File: src/rtl/btb_pkg.sv
// Shared constants for the branch target buffer: counter encodings, walker
// states and fixed entry field widths.
package btb_pkg;

  localparam int VALID_W = 1;
  localparam int CTR_W   = 2;

  localparam logic [CTR_W-1:0] CTR_SNT = 2'b00;
  localparam logic [CTR_W-1:0] CTR_WNT = 2'b01;
  localparam logic [CTR_W-1:0] CTR_WT  = 2'b10;
  localparam logic [CTR_W-1:0] CTR_STT = 2'b11;

  typedef enum logic {
    ST_CLEAR = 1'b0,
    ST_IDLE  = 1'b1
  } state_t;

  function automatic int entry_width(input int addr_w, input int idx_w);
    return VALID_W + (addr_w - idx_w) + addr_w + CTR_W;
  endfunction

endpackage

File: src/rtl/branch_target_buffer_if.sv
// Fetch/decode/branch-unit bundle of the branch target buffer.
// BTB_STATS_EN adds the HitCount/MissCount statistics outputs.
interface branch_target_buffer_if #(
  parameter int ADDR_W = 16
);
  logic [ADDR_W-1:0] FetchPC;
  logic              PredTaken;
  logic [ADDR_W-1:0] PredTarget;
  logic              Stall;
  logic              FlushPipe;
  logic              PcMatchValid;
  logic              JumpTaken;
  logic [1:0]        CtrlState;
  logic              WriteEnable;
  logic [1:0]        CtrlOut;
  logic [ADDR_W-1:0] UpdPC;
  logic [ADDR_W-1:0] UpdTarget;
  logic              Invalidate;
  logic              Busy;
`ifdef BTB_STATS_EN
  logic [15:0]       HitCount;
  logic [15:0]       MissCount;
`endif

  modport master (
    output FetchPC, Stall, FlushPipe, WriteEnable, CtrlOut, UpdPC, UpdTarget, Invalidate,
    input  PredTaken, PredTarget, PcMatchValid, JumpTaken, CtrlState, Busy
`ifdef BTB_STATS_EN
    , input HitCount, MissCount
`endif
  );

  modport slave (
    input  FetchPC, Stall, FlushPipe, WriteEnable, CtrlOut, UpdPC, UpdTarget, Invalidate,
    output PredTaken, PredTarget, PcMatchValid, JumpTaken, CtrlState, Busy
`ifdef BTB_STATS_EN
    , output HitCount, MissCount
`endif
  );

endinterface

File: src/rtl/btb_ram.sv
// Entry storage: one synchronous write port, one asynchronous read port.
module btb_ram #(
  parameter int WIDTH = 8,
  parameter int AW    = 4
) (
  input  logic             clk,
  input  logic             we,
  input  logic [AW-1:0]    waddr,
  input  logic [WIDTH-1:0] wdata,
  input  logic [AW-1:0]    raddr,
  output logic [WIDTH-1:0] rdata
);

  logic [WIDTH-1:0] mem [1 << AW];

  always_ff @(posedge clk) begin
    if (we) mem[waddr] <= wdata;
  end

  assign rdata = mem[raddr];

endmodule

File: src/rtl/branch_target_buffer.sv
// Direct-mapped BTB with 2-bit counters, fetch/decode pipeline register and
// a table-clear walker. BTB_STATS_EN enables saturating hit/miss counters.
module branch_target_buffer
  import btb_pkg::*;
#(
  parameter int ADDR_W = 16,
  parameter int IDX_W  = 4
) (
  input logic CLK,
  input logic RST_N,
  branch_target_buffer_if.slave bus
);

  localparam int TAG_W   = ADDR_W - IDX_W;
  localparam int DEPTH   = 1 << IDX_W;
  localparam int ENTRY_W = entry_width(ADDR_W, IDX_W);

  typedef struct packed {
    logic              valid;
    logic [TAG_W-1:0]  tag;
    logic [ADDR_W-1:0] target;
    logic [CTR_W-1:0]  ctr;
  } entry_t;

  state_t           state_reg;
  logic [IDX_W-1:0] ptr_reg;
  logic             pipe_valid_reg;
  logic             pipe_taken_reg;
  logic [CTR_W-1:0] pipe_ctr_reg;

  logic             idle;
  logic             upd_we;
  logic [IDX_W-1:0] fetch_idx;
  logic [TAG_W-1:0] fetch_tag;
  logic [IDX_W-1:0] upd_idx;
  entry_t           upd_entry;
  entry_t           rd_entry;
  entry_t           look_entry;
  logic             wr_en;
  logic [IDX_W-1:0] wr_addr;
  entry_t           wr_data;
  logic             hit;
  logic             look_taken;
  logic [CTR_W-1:0] look_ctr;

  assign idle      = (state_reg == ST_IDLE);
  assign upd_we    = idle && bus.WriteEnable;
  assign fetch_idx = bus.FetchPC[IDX_W-1:0];
  assign fetch_tag = bus.FetchPC[ADDR_W-1:IDX_W];
  assign upd_idx   = bus.UpdPC[IDX_W-1:0];

  assign upd_entry = '{valid: 1'b1, tag: bus.UpdPC[ADDR_W-1:IDX_W],
                       target: bus.UpdTarget, ctr: bus.CtrlOut};

  // The walker owns the single write port while clearing; updates are dropped.
  assign wr_en   = upd_we || !idle;
  assign wr_addr = idle ? upd_idx : ptr_reg;
  assign wr_data = idle ? upd_entry : '0;

  btb_ram #(.WIDTH(ENTRY_W), .AW(IDX_W)) u_ram (
    .clk   (CLK),
    .we    (wr_en),
    .waddr (wr_addr),
    .wdata (wr_data),
    .raddr (fetch_idx),
    .rdata (rd_entry)
  );

  // Write-first: a same-cycle update to the fetched index is seen by the lookup.
  assign look_entry = (upd_we && (upd_idx == fetch_idx)) ? upd_entry : rd_entry;

  assign hit        = idle && look_entry.valid && (look_entry.tag == fetch_tag);
  assign look_taken = hit && look_entry.ctr[1];
  assign look_ctr   = hit ? look_entry.ctr : CTR_SNT;

  assign bus.PredTaken    = look_taken;
  assign bus.PredTarget   = hit ? look_entry.target : '0;
  assign bus.Busy         = !idle;
  assign bus.PcMatchValid = pipe_valid_reg;
  assign bus.JumpTaken    = pipe_taken_reg;
  assign bus.CtrlState    = pipe_ctr_reg;

  always_ff @(posedge CLK or negedge RST_N) begin
    if (!RST_N) begin
      state_reg <= ST_CLEAR;
      ptr_reg   <= '0;
    end else begin
      case (state_reg)
        ST_CLEAR: begin
          if (bus.Invalidate) begin
            ptr_reg <= '0;
          end else begin
            ptr_reg <= ptr_reg + 1'b1;
            if (ptr_reg == IDX_W'(DEPTH - 1)) state_reg <= ST_IDLE;
          end
        end
        default: begin
          if (bus.Invalidate) begin
            state_reg <= ST_CLEAR;
            ptr_reg   <= '0;
          end
        end
      endcase
    end
  end

  always_ff @(posedge CLK or negedge RST_N) begin
    if (!RST_N) begin
      pipe_valid_reg <= 1'b0;
      pipe_taken_reg <= 1'b0;
      pipe_ctr_reg   <= CTR_SNT;
    end else if (bus.FlushPipe) begin
      pipe_valid_reg <= 1'b0;
      pipe_taken_reg <= 1'b0;
      pipe_ctr_reg   <= CTR_SNT;
    end else if (!bus.Stall) begin
      pipe_valid_reg <= hit;
      pipe_taken_reg <= look_taken;
      pipe_ctr_reg   <= look_ctr;
    end
  end

`ifdef BTB_STATS_EN
  logic [15:0] hit_count_reg;
  logic [15:0] miss_count_reg;

  always_ff @(posedge CLK or negedge RST_N) begin
    if (!RST_N) begin
      hit_count_reg  <= '0;
      miss_count_reg <= '0;
    end else if (idle && !bus.Stall) begin
      if (hit) begin
        if (hit_count_reg != 16'hFFFF) hit_count_reg <= hit_count_reg + 16'd1;
      end else begin
        if (miss_count_reg != 16'hFFFF) miss_count_reg <= miss_count_reg + 16'd1;
      end
    end
  end

  assign bus.HitCount  = hit_count_reg;
  assign bus.MissCount = miss_count_reg;
`endif

endmodule

File: src/flat_wrapper.sv
// flat-port wrapper written by rule: the top's interface ports become plain ports
module branch_target_buffer_flat import btb_pkg::*;
#(
  parameter int ADDR_W = 16,
  parameter int IDX_W  = 4
)
  (CLK, RST_N, bus_FetchPC, bus_Stall, bus_FlushPipe, bus_WriteEnable, bus_CtrlOut, bus_UpdPC, bus_UpdTarget, bus_Invalidate, bus_PredTaken, bus_PredTarget, bus_PcMatchValid, bus_JumpTaken, bus_CtrlState, bus_Busy);
  branch_target_buffer_if #(.ADDR_W(ADDR_W)) bus_i ();
  input logic CLK;
  input logic RST_N;
  input wire logic [$bits(bus_i.FetchPC)-1:0] bus_FetchPC;
  input wire logic [$bits(bus_i.Stall)-1:0] bus_Stall;
  input wire logic [$bits(bus_i.FlushPipe)-1:0] bus_FlushPipe;
  input wire logic [$bits(bus_i.WriteEnable)-1:0] bus_WriteEnable;
  input wire logic [$bits(bus_i.CtrlOut)-1:0] bus_CtrlOut;
  input wire logic [$bits(bus_i.UpdPC)-1:0] bus_UpdPC;
  input wire logic [$bits(bus_i.UpdTarget)-1:0] bus_UpdTarget;
  input wire logic [$bits(bus_i.Invalidate)-1:0] bus_Invalidate;
  output wire logic [$bits(bus_i.PredTaken)-1:0] bus_PredTaken;
  output wire logic [$bits(bus_i.PredTarget)-1:0] bus_PredTarget;
  output wire logic [$bits(bus_i.PcMatchValid)-1:0] bus_PcMatchValid;
  output wire logic [$bits(bus_i.JumpTaken)-1:0] bus_JumpTaken;
  output wire logic [$bits(bus_i.CtrlState)-1:0] bus_CtrlState;
  output wire logic [$bits(bus_i.Busy)-1:0] bus_Busy;
  assign bus_i.FetchPC = bus_FetchPC;
  assign bus_i.Stall = bus_Stall;
  assign bus_i.FlushPipe = bus_FlushPipe;
  assign bus_i.WriteEnable = bus_WriteEnable;
  assign bus_i.CtrlOut = bus_CtrlOut;
  assign bus_i.UpdPC = bus_UpdPC;
  assign bus_i.UpdTarget = bus_UpdTarget;
  assign bus_i.Invalidate = bus_Invalidate;
  assign bus_PredTaken = bus_i.PredTaken;
  assign bus_PredTarget = bus_i.PredTarget;
  assign bus_PcMatchValid = bus_i.PcMatchValid;
  assign bus_JumpTaken = bus_i.JumpTaken;
  assign bus_CtrlState = bus_i.CtrlState;
  assign bus_Busy = bus_i.Busy;
  branch_target_buffer #(.ADDR_W(ADDR_W), .IDX_W(IDX_W)) u_core (.CLK(CLK), .RST_N(RST_N), .bus(bus_i));
endmodule
File: config.mk
export PLATFORM = sky130hd
export DESIGN_NAME = branch_target_buffer_flat
export DESIGN_NICKNAME = d
export VERILOG_FILES = /design/src/rtl/btb_pkg.sv /design/src/rtl/branch_target_buffer_if.sv /design/src/rtl/btb_ram.sv /design/src/rtl/branch_target_buffer.sv /design/src/flat_wrapper.sv
export SDC_FILE = /design/constraint.sdc
export NUM_CORES = 1
export LEC_CHECK = 0
export ABC_AREA = 0
export CAP_MARGIN = 20
export CORE_MARGIN = 2
export CORE_UTILIZATION = 37
export DETAILED_ROUTE_END_ITERATION = 7
export PLACE_DENSITY = 0.51
export SYNTH_ARGS = -nofsm -noshare
export SYNTH_HDL_FRONTEND = slang
export SYNTH_SLANG_ARGS = --single-unit
File: constraint.sdc
create_clock -name CLK -period 8.06 [get_ports CLK]
set_input_delay 0.806 -clock CLK [delete_from_list [all_inputs] [get_ports CLK]]
set_output_delay 0.806 -clock CLK [all_outputs]
set_load 0.01 [all_outputs]
==> impl_metrics.toml, run 1 <==
[critical_path]
regToRegSetupSlack_ns = 4.85
critPathRequiredTime_ns = 7.25
arrival_ns = 4.74
critical_path_class = "in -> out"
worst-r2r-cell-count = 6
critPathSlowestCell = "buf_6"
reg2reg_from = "u_core.idle"
r2r-end = "u_core.u_ram.mem[10][9]"
cp-end-kind = "primary output"
crit_path_start_kind = "input pin"
crit_path_cell_trace = "buf_6 > mux4_2 > mux4_2 > xnor2_1 > o21ai_1 > a2111oi_2 > a21oi_4 > nor3_1 > clkdlybuf4s50_1"
max_stage_delay_ns = 0.65
crit_path_max_fanout = 64
crit_top_cell = "mux4_2"

[clocking]
clkSinkCount = 504
cts_hold_buffers = 0
post_cts_buffers = 0
clockBufferDepth = 3
cts-htree-levels = 2
path_clk_slew_ns = 0.06
root_buffer = "clkbuf_16"
numCtsBuffers = 52
cts_resized = 0
tritoncts = "done"
clock_latency_ns = 0.59

[layout]
ff_latch_area_um2 = 15100
layout_commonest_cell = "edfxtp_1"
syn2layout_area_growth_pct = 16.2
n_antenna_cell = 0
multiInputGateArea_um2 = 4950
finalInstanceArea_um2 = 23500
drive_above_1_share_pct = 25.2
fillCellCount = 4596
layout.nets = 1098
stdcell_count = 1777
largest_register_ffs = 496
mostFrequentLayoutCells = "496 x edfxtp_1, 140 x mux4_2, 73 x clkdlybuf4s50_1, 53 x clkbuf_16, 44 x mux2i_1"
postLayoutCoreUtil_pct = 43.5

[sta]
setup_tns_ns = 0
clock.fmax_ghz = 0.180
hold_viol_final = 0
min_period_ns = 5.55
rsz0062_at_grt = "no"
fin_skew_ns = 0.0181
holdWs_ns = 0.507
worst_slew_pin_slew_ns = 0.982
drv_slew = 0
relSlewSlack_pct = 33.9
fin_ws_ns = 2.51
setup_viol_count_final = 0
fin_crit_sh_pct = 68.8

[power_and_ir_drop]
ir_worst_vdd_mv = 0.149
p_int_mw = 4.35
switching_power_mw = 1.16
clkPwrFrac_pct = 41.2
p_leak_nw = 7.42
p_per_area_nw_per_um2 = 235
power.switching_fraction_pct = 21.1
total_power_mw = 5.51
pwr-share-seq_pct = 53.0
p_comb_share_pct = 5.8

[route]
drt_wl_total_um = 48700
drtAntennaViolNets = 0
drc_errors = 0
drt_iter0_drc = 926
vias = 9628
drt-pass1-iter-count = 4
vias_per_cell = 5.42
routedWlPerCell_um = 27.4

[worst_hold_path]
min_path_type = "reg -> reg"
hold_start = "u_core.bus.CtrlState[0]"
worstHoldPathCells = 2
hold_end = "u_core.bus.CtrlState[0]"

[place]
gp_congestion = 0.729
dp.cells = 1683
hpwl_um = 25000
placed_cell_area_um2 = 21900
portBuffers = 77
post-place-ws_ns = 2.34

[die]
ios = 78
start_util_pct = 37.5
rows = 85
die_h_um = 238
coreArea_um2 = 53900
die_w_um = 238
die_area_um2 = 56500

[synth]
syn_nets = 991
ys_warn_count = 0
synth_edf_count = 496
synth-seq-cells = 504
async_flop_share_pct = 1.59
ys_seq_area_share_pct = 74.7
yosys.area.top_type = "edfxtp_1"
ys.flop_type = "edfxtp_1"
synthCells = 934
syn_area_per_cell_um2 = 21.6
synth_area_leaders = "edfxtp_1 74%, mux4_2 16%, mux2i_1 2.2%"
synth_area_um2 = 20200
synthDominantCellAreaShare_pct = 73.7
synth.distinct_cells = 47

[global_routing]
overflow = 0
grt_pass1_wl_um = 70600
grtUsageTotal_pct = 17.6
grt_max_degree = 65
grt_pass1_vias = 10100
grt_antenna_before_repair = 3

[status]
status = "complete, no violations"

[flow_run]
cap_violations = 0
-- kinds of logic (layout without fill, tap and decap cells) --
family	Yosys count	count (layout)	share of synthesized area (%)
DFF	504	504	74.7
muxes	187	187	18.0
and+or+nand+nor	130	130	3.51
buffers and inverters	54	201	1.41
AOI/OAI and AO/OA	33	33	1.25
xor gates and xnor gates	25	25	1.08
adders and majority gates	1	1	0.0619
-- metal layers --
metal  GRT usage (%)  share of wire, %
met1            25.7                46
met3            3.26               5.8
met4            4.31               1.6
met2            27.3                47
met5               0             0.027
-- synthesized netlist by cell type, types with 2 or more instances --
cell type    n
o211ai_1     2
mux2_2       3
and3_1       2
edfxtp_1   496
xor2_1      10
o22ai_1      2
mux4_2     140
a22oi_1      5
nor4_1       2
nor3_1      18
nand2b_1     2
inv_1        4
nor3_2       2
a21oi_1      8
mux2i_1     44
nand4b_1     2
clkbuf_1     9
nor2_1      29
and2_1      30
or2_2        4
nand2_1      9
xnor2_1     15
buf_2       18
nor2b_1      7
buf_6        3
a31oi_1      2
or3_1        6
o31ai_2      3
nand4_1      8
buf_1       10
dfrtp_1      8
buf_4       10
nand3_1      4
nor3b_1      4
-- power groups by stage --
stage	Sequential (mW)	Clock [mW]	Combinational, mW
finish	2.92	2.27	0.321
global route	2.92	2.41	0.347
CTS	2.92	2.32	0.330
detailed placement	2.97	0	0.329
global placement	2.97	0	0.330
floorplan	2.97	0	0.203
-- cell type report --
class	instances	share of cell area, %
Multi-Input combinational cell	376	21.1
Tap cell	696	3.71
Sequential cell	504	64.3
Timing Repair Buffer	103	4.10
Clock buffer	64	5.82
Inverter	4	0.0640
Clock inverter	30	0.911
-- critical path: cells and delay by family --
kind            cells  cell delay (ns)
simple gates        1             0.29
compound gates      3             1.08
xor+xnor            1             0.17
buf+inv             2             1.22
mux                 2             1.13
-- worst max-delay path by stage --
stage,from,endpoint,slack (ns),cells past startpoint
final,bus_FetchPC[1],bus_PredTarget[2],2.51,9
after global placement,bus_FetchPC[1],bus_PredTarget[11],2.39,9
after detailed placement,bus_FetchPC[1],bus_PredTarget[3],2.34,10
after floorplan,bus_FetchPC[1],bus_PredTarget[10],4.15,10
after global routing,bus_FetchPC[1],bus_PredTarget[13],2.15,10
after CTS,bus_FetchPC[1],bus_PredTarget[3],2.33,10
No activity file was read; power rests on OpenSTA's default activity.
==> inputs of run 2 (changes only) <==
- PLACE_DENSITY: 0.51 -> 0.53
- clock period: 8.06 -> 5.1 ns (I/O delays scaled with it)
==> impl_metrics.toml, run 2 (same netlist as run 1, synthesis figures left out) <==
[place]
gp_congestion = 0.712
portBuffers = 77
hpwl_um = 28000
dp.cells = 1697
post-place-ws_ns = 0.363

[route]
drt_wl_total_um = 48700
routedWlPerCell_um = 27.2
drtAntennaViolNets = 0
drc_errors = 0
drt_iter0_drc = 915
drt-pass1-iter-count = 5
vias = 9727
vias_per_cell = 5.43

[clocking]
numCtsBuffers = 52
clock_latency_ns = 0.58
clockBufferDepth = 3
cts_resized = 0
path_clk_slew_ns = 0.06
post_cts_buffers = 0
root_buffer = "clkbuf_16"
clkSinkCount = 504
cts_hold_buffers = 0
tritoncts = "done"
cts-htree-levels = 2

[power_and_ir_drop]
p_comb_share_pct = 6.0
switching_power_mw = 1.81
power.switching_fraction_pct = 20.9
p_per_area_nw_per_um2 = 368
ir_worst_vdd_mv = 0.244
pwr-share-seq_pct = 53.1
clkPwrFrac_pct = 40.9
p_int_mw = 6.87
p_leak_nw = 7.50
total_power_mw = 8.68

[global_routing]
overflow = 0
grt_pass1_wl_um = 71100
grt_pass1_vias = 10200
grt_antenna_before_repair = 2
grt_max_degree = 60
grtUsageTotal_pct = 17.6
met2_usage_pct = 27.7
use_met3_pct = 3.01
busiest_layer = "met2"
grtUsageMet1_pct = 25.6

[layout]
postLayoutCoreUtil_pct = 43.8
layout.nets = 1113
n_antenna_cell = 0
multiInputGateArea_um2 = 4950
layout_commonest_cell = "edfxtp_1"
mostFrequentLayoutCells = "496 x edfxtp_1, 140 x mux4_2, 73 x clkdlybuf4s50_1, 53 x clkbuf_16, 44 x mux2i_1"
stdcell_count = 1790
largest_register_ffs = 496
fillCellCount = 4585
ff_latch_area_um2 = 15100
drive_above_1_share_pct = 25.8
syn2layout_area_growth_pct = 16.9

[worst_hold_path]
min_path_type = "in -> async"

[die]
start_util_pct = 37.5
die_h_um = 238
die_area_um2 = 56500
die_w_um = 238
ios = 78
rows = 85
coreArea_um2 = 53900

[sta]
min_period_ns = 4.67
relSlewSlack_pct = 29.8
clock.fmax_ghz = 0.214
fin_skew_ns = 0.00614
fin_ws_ns = 0.429
drv_slew = 0
setup_viol_count_final = 0
worst_slew_pin_slew_ns = 1.05
hold_viol_final = 0
rsz0062_at_grt = "no"
setup_tns_ns = 0
fin_crit_sh_pct = 91.6

[critical_path]
crit_path_start_kind = "input pin"
regToRegSetupSlack_ns = 1.99
critical_path_class = "in -> out"
worst-r2r-cell-count = 5
arrival_ns = 4.16
critPathRequiredTime_ns = 4.59
crit_path_max_fanout = 48
reg2reg_from = "u_core.idle"
r2r-end = "u_core.u_ram.mem[12][22]"
cp-end-kind = "primary output"

[status]
status = "complete, no violations"

[flow_run]
cap_violations = 0
run 2: power groups by stage:
stage | sequential, mW | combinational, mW | clock [mW]
after floorplan | 4.69 | 0.320 | 0
after global placement | 4.70 | 0.521 | 0
after detailed placement | 4.70 | 0.526 | 0
after CTS | 4.61 | 0.527 | 3.63
after global routing | 4.62 | 0.553 | 3.80
final | 4.61 | 0.517 | 3.55
run 2: how the worst max path moves through the flow:
stage	from	end	depth (start not counted)
6_report	bus_FetchPC[3]	bus_PredTarget[1]	9
5_1_grt	bus_FetchPC[1]	bus_PredTarget[13]	10
4_1_cts	bus_FetchPC[3]	bus_PredTarget[1]	9
3_5_place_dp	bus_FetchPC[3]	bus_PredTarget[1]	9
3_3_place_gp	bus_FetchPC[3]	bus_PredTarget[11]	9
2_1_floorplan	bus_FetchPC[1]	bus_PredTarget[10]	10
run 2: layout make-up:
type	instances	share of cell area [%]
clock buffer	64	5.79
timing repair buffer	118	4.72
inverter	4	0.0636
clock inverter	28	0.837
tap	696	3.69
multi-input combinational	376	21.0
sequential	504	63.9
run 2: routing by layer:
metal  up-vias  wire, µm
met5         -        13
met4         2       832
met3        56      2600
met2       268     23000
met1      5250     22300
li1       4151         -
run 2: critical path, cell delays in order:
cell	delay, ns
buf_4	0.57
mux4_2	0.42
mux4_2	0.48
xnor2_1	0.20
o21ai_1	0.13
a2111oi_2	0.56
a21oi_4	0.38
nor3_1	0.29
clkdlybuf4s50_1	0.57
run 2: per-stage QoR:
stage               hold WS (ns)  cell area (µm²)
floorplan                  0.214            20200
global placement           0.472            22000
detailed placement         0.479            22000
CTS                        0.283            23600
global route               0.304            23600
finish                     0.274            23600
==> inputs of run 3 (changes only) <==
==> constraint.sdc (replaced) <==
create_clock -name CLK -period 5.1 [get_ports CLK]
set_input_delay 0.51 -clock CLK [delete_from_list [all_inputs] [get_ports CLK]]
set_output_delay 0.51 -clock CLK [all_outputs]
set_load 0.02 [all_outputs]
==> impl_metrics.toml, run 3 (same netlist as run 1, synthesis figures left out) <==
[route]
drc_errors = 0
drtAntennaViolNets = 0
drt_wl_total_um = 48300
drt-pass1-iter-count = 5
vias = 9738
vias_per_cell = 5.43
drt_iter0_drc = 1051
routedWlPerCell_um = 26.9

[clocking]
tritoncts = "done"
cts-htree-levels = 2
root_buffer = "clkbuf_16"
cts_resized = 0
clockBufferDepth = 3
path_clk_slew_ns = 0.06
clkSinkCount = 504
numCtsBuffers = 53
post_cts_buffers = 0
cts_hold_buffers = 0
clock_latency_ns = 0.60

[place]
gp_congestion = 0.708
portBuffers = 77
hpwl_um = 27200
placed_cell_area_um2 = 22000

[power_and_ir_drop]
p_comb_share_pct = 5.8
ir_worst_vdd_mv = 0.267
switching_power_mw = 1.85
p_leak_nw = 7.55
clkPwrFrac_pct = 42.3
power.switching_fraction_pct = 20.8
p_per_area_nw_per_um2 = 374
pwr-share-seq_pct = 52.0
p_int_mw = 7.03

[critical_path]
cp-end-kind = "primary output"
critical_path_class = "in -> out"
crit_path_max_fanout = 45
critPathSlowestCell = "clkdlybuf4s50_1"
path_delay_family = "buffers and inverters"
crit_path_cell_trace = "buf_4 > mux4_2 > mux4_2 > xnor2_1 > o21ai_1 > a2111oi_2 > a21oi_4 > nor3_1 > clkdlybuf4s50_1"
critPathRequiredTime_ns = 4.59
crit_buf_inv = 2
crit_top_cell = "mux4_2"
crit_path_start_kind = "input pin"
regToRegSetupSlack_ns = 1.98
arrival_ns = 4.17
max_stage_delay_ns = 0.64

[layout]
layout_commonest_cell = "edfxtp_1"
layout.nets = 1114
largest_register_ffs = 496
postLayoutCoreUtil_pct = 44.0
syn2layout_area_growth_pct = 17.5
drive_above_1_share_pct = 26.1
n_antenna_cell = 0
finalInstanceArea_um2 = 23700
mostFrequentLayoutCells = "496 x edfxtp_1, 140 x mux4_2, 73 x clkdlybuf4s50_1, 53 x clkbuf_16, 44 x mux2i_1"

[sta]
relSlewSlack_pct = 32.6
drv_slew = 0
worst_slew_pin_slew_ns = 1.01
fin_crit_sh_pct = 91.7
setup_viol_count_final = 0
hold_viol_final = 0
fin_skew_ns = 0.0191
min_period_ns = 4.68
clock.fmax_ghz = 0.214
rsz0062_at_grt = "no"
setup_tns_ns = 0

[global_routing]
overflow = 0
grtUsageTotal_pct = 17.5
grt_max_degree = 57
grt_pass1_vias = 10300
grt_antenna_before_repair = 2
grt_pass1_wl_um = 71300

[status]
status = "complete, no violations"

[die]
die_h_um = 238
die_area_um2 = 56500
ios = 78
start_util_pct = 37.5
rows = 85
coreArea_um2 = 53900
die_w_um = 238

[worst_hold_path]
min_path_type = "in -> async"

[flow_run]
cap_violations = 0
## run 3: changes by cell type in the layout (fill, tap and decap cells not counted), sizes merged
cell      before  now
clkinv        24   13
inv            4    7
bufinv         3    5
clkinvlp       1    0
clkbuf        64   74
## run 3: cell type report
type	count	area (µm²)
flip-flops and latches	504	15100
clock inverters	21	236
clock buffers	74	1430
well taps	696	871
multi-input cells	376	4950
repair buffers	118	1140
fillers	4576	30200
inverters	4	15.0
## run 3: through the flow
| stage | power, mW | std cells | hold WS, ns | setup slack (ns) |
|---|---|---|---|---|
| 2_1_floorplan | 5.01 | 934 | 0.214 | 1.58 |
| 3_3_place_gp | 5.22 | 1695 | 0.477 | 0.314 |
| 4_1_cts | 8.95 | 1791 | 0.293 | 0.320 |
| 6_report | 8.88 | 1793 | 0.290 | 0.423 |
| 3_5_place_dp | 5.22 | 1696 | 0.478 | 0.319 |
| 5_1_grt | 9.15 | 1793 | 0.311 | 0.130 |
## run 3: power groups by stage
stage                     Sequential [mW]  Combinational (mW)  Clock [mW]
after global placement               4.70               0.520           0
after global routing                 4.62               0.553        3.98
after CTS                            4.61               0.522        3.82
final                                4.61               0.514        3.75
after floorplan                      4.69               0.320           0
after detailed placement             4.70               0.521           0
## run 3: worst paths after layout
check,start,to,cells after the start
min in group CLK,u_core.bus.PcMatchValid,u_core.bus.PcMatchValid,2
hold / removal,RST_N,u_core.bus.JumpTaken,1
max in group asynchronous,RST_N,u_core.idle,1
setup / recovery,bus_FetchPC[3],bus_PredTarget[10],9
setup reg to reg,u_core.idle,u_core.u_ram.mem[10][17],6
hold reg to reg,u_core.bus.PcMatchValid,u_core.bus.PcMatchValid,2
## run 3: metal layers
layer	vias up	GRT usage (%)	part of all wire, %
met5	-	0	0
met4	0	4.48	1.7
met3	57	2.43	4.8
met2	275	27.7	47
met1	5241	25.8	47
li1	4165	-	-
## run 3: worst reg2reg max path, stage by stage (launching register included)
cell and delay (ns):
dfrtp_2 0.37, buf_4 0.43, inv_1 0.36, nor3b_1 0.27, a31oi_1 0.20, nor2_4 0.85
buf_4 0.34
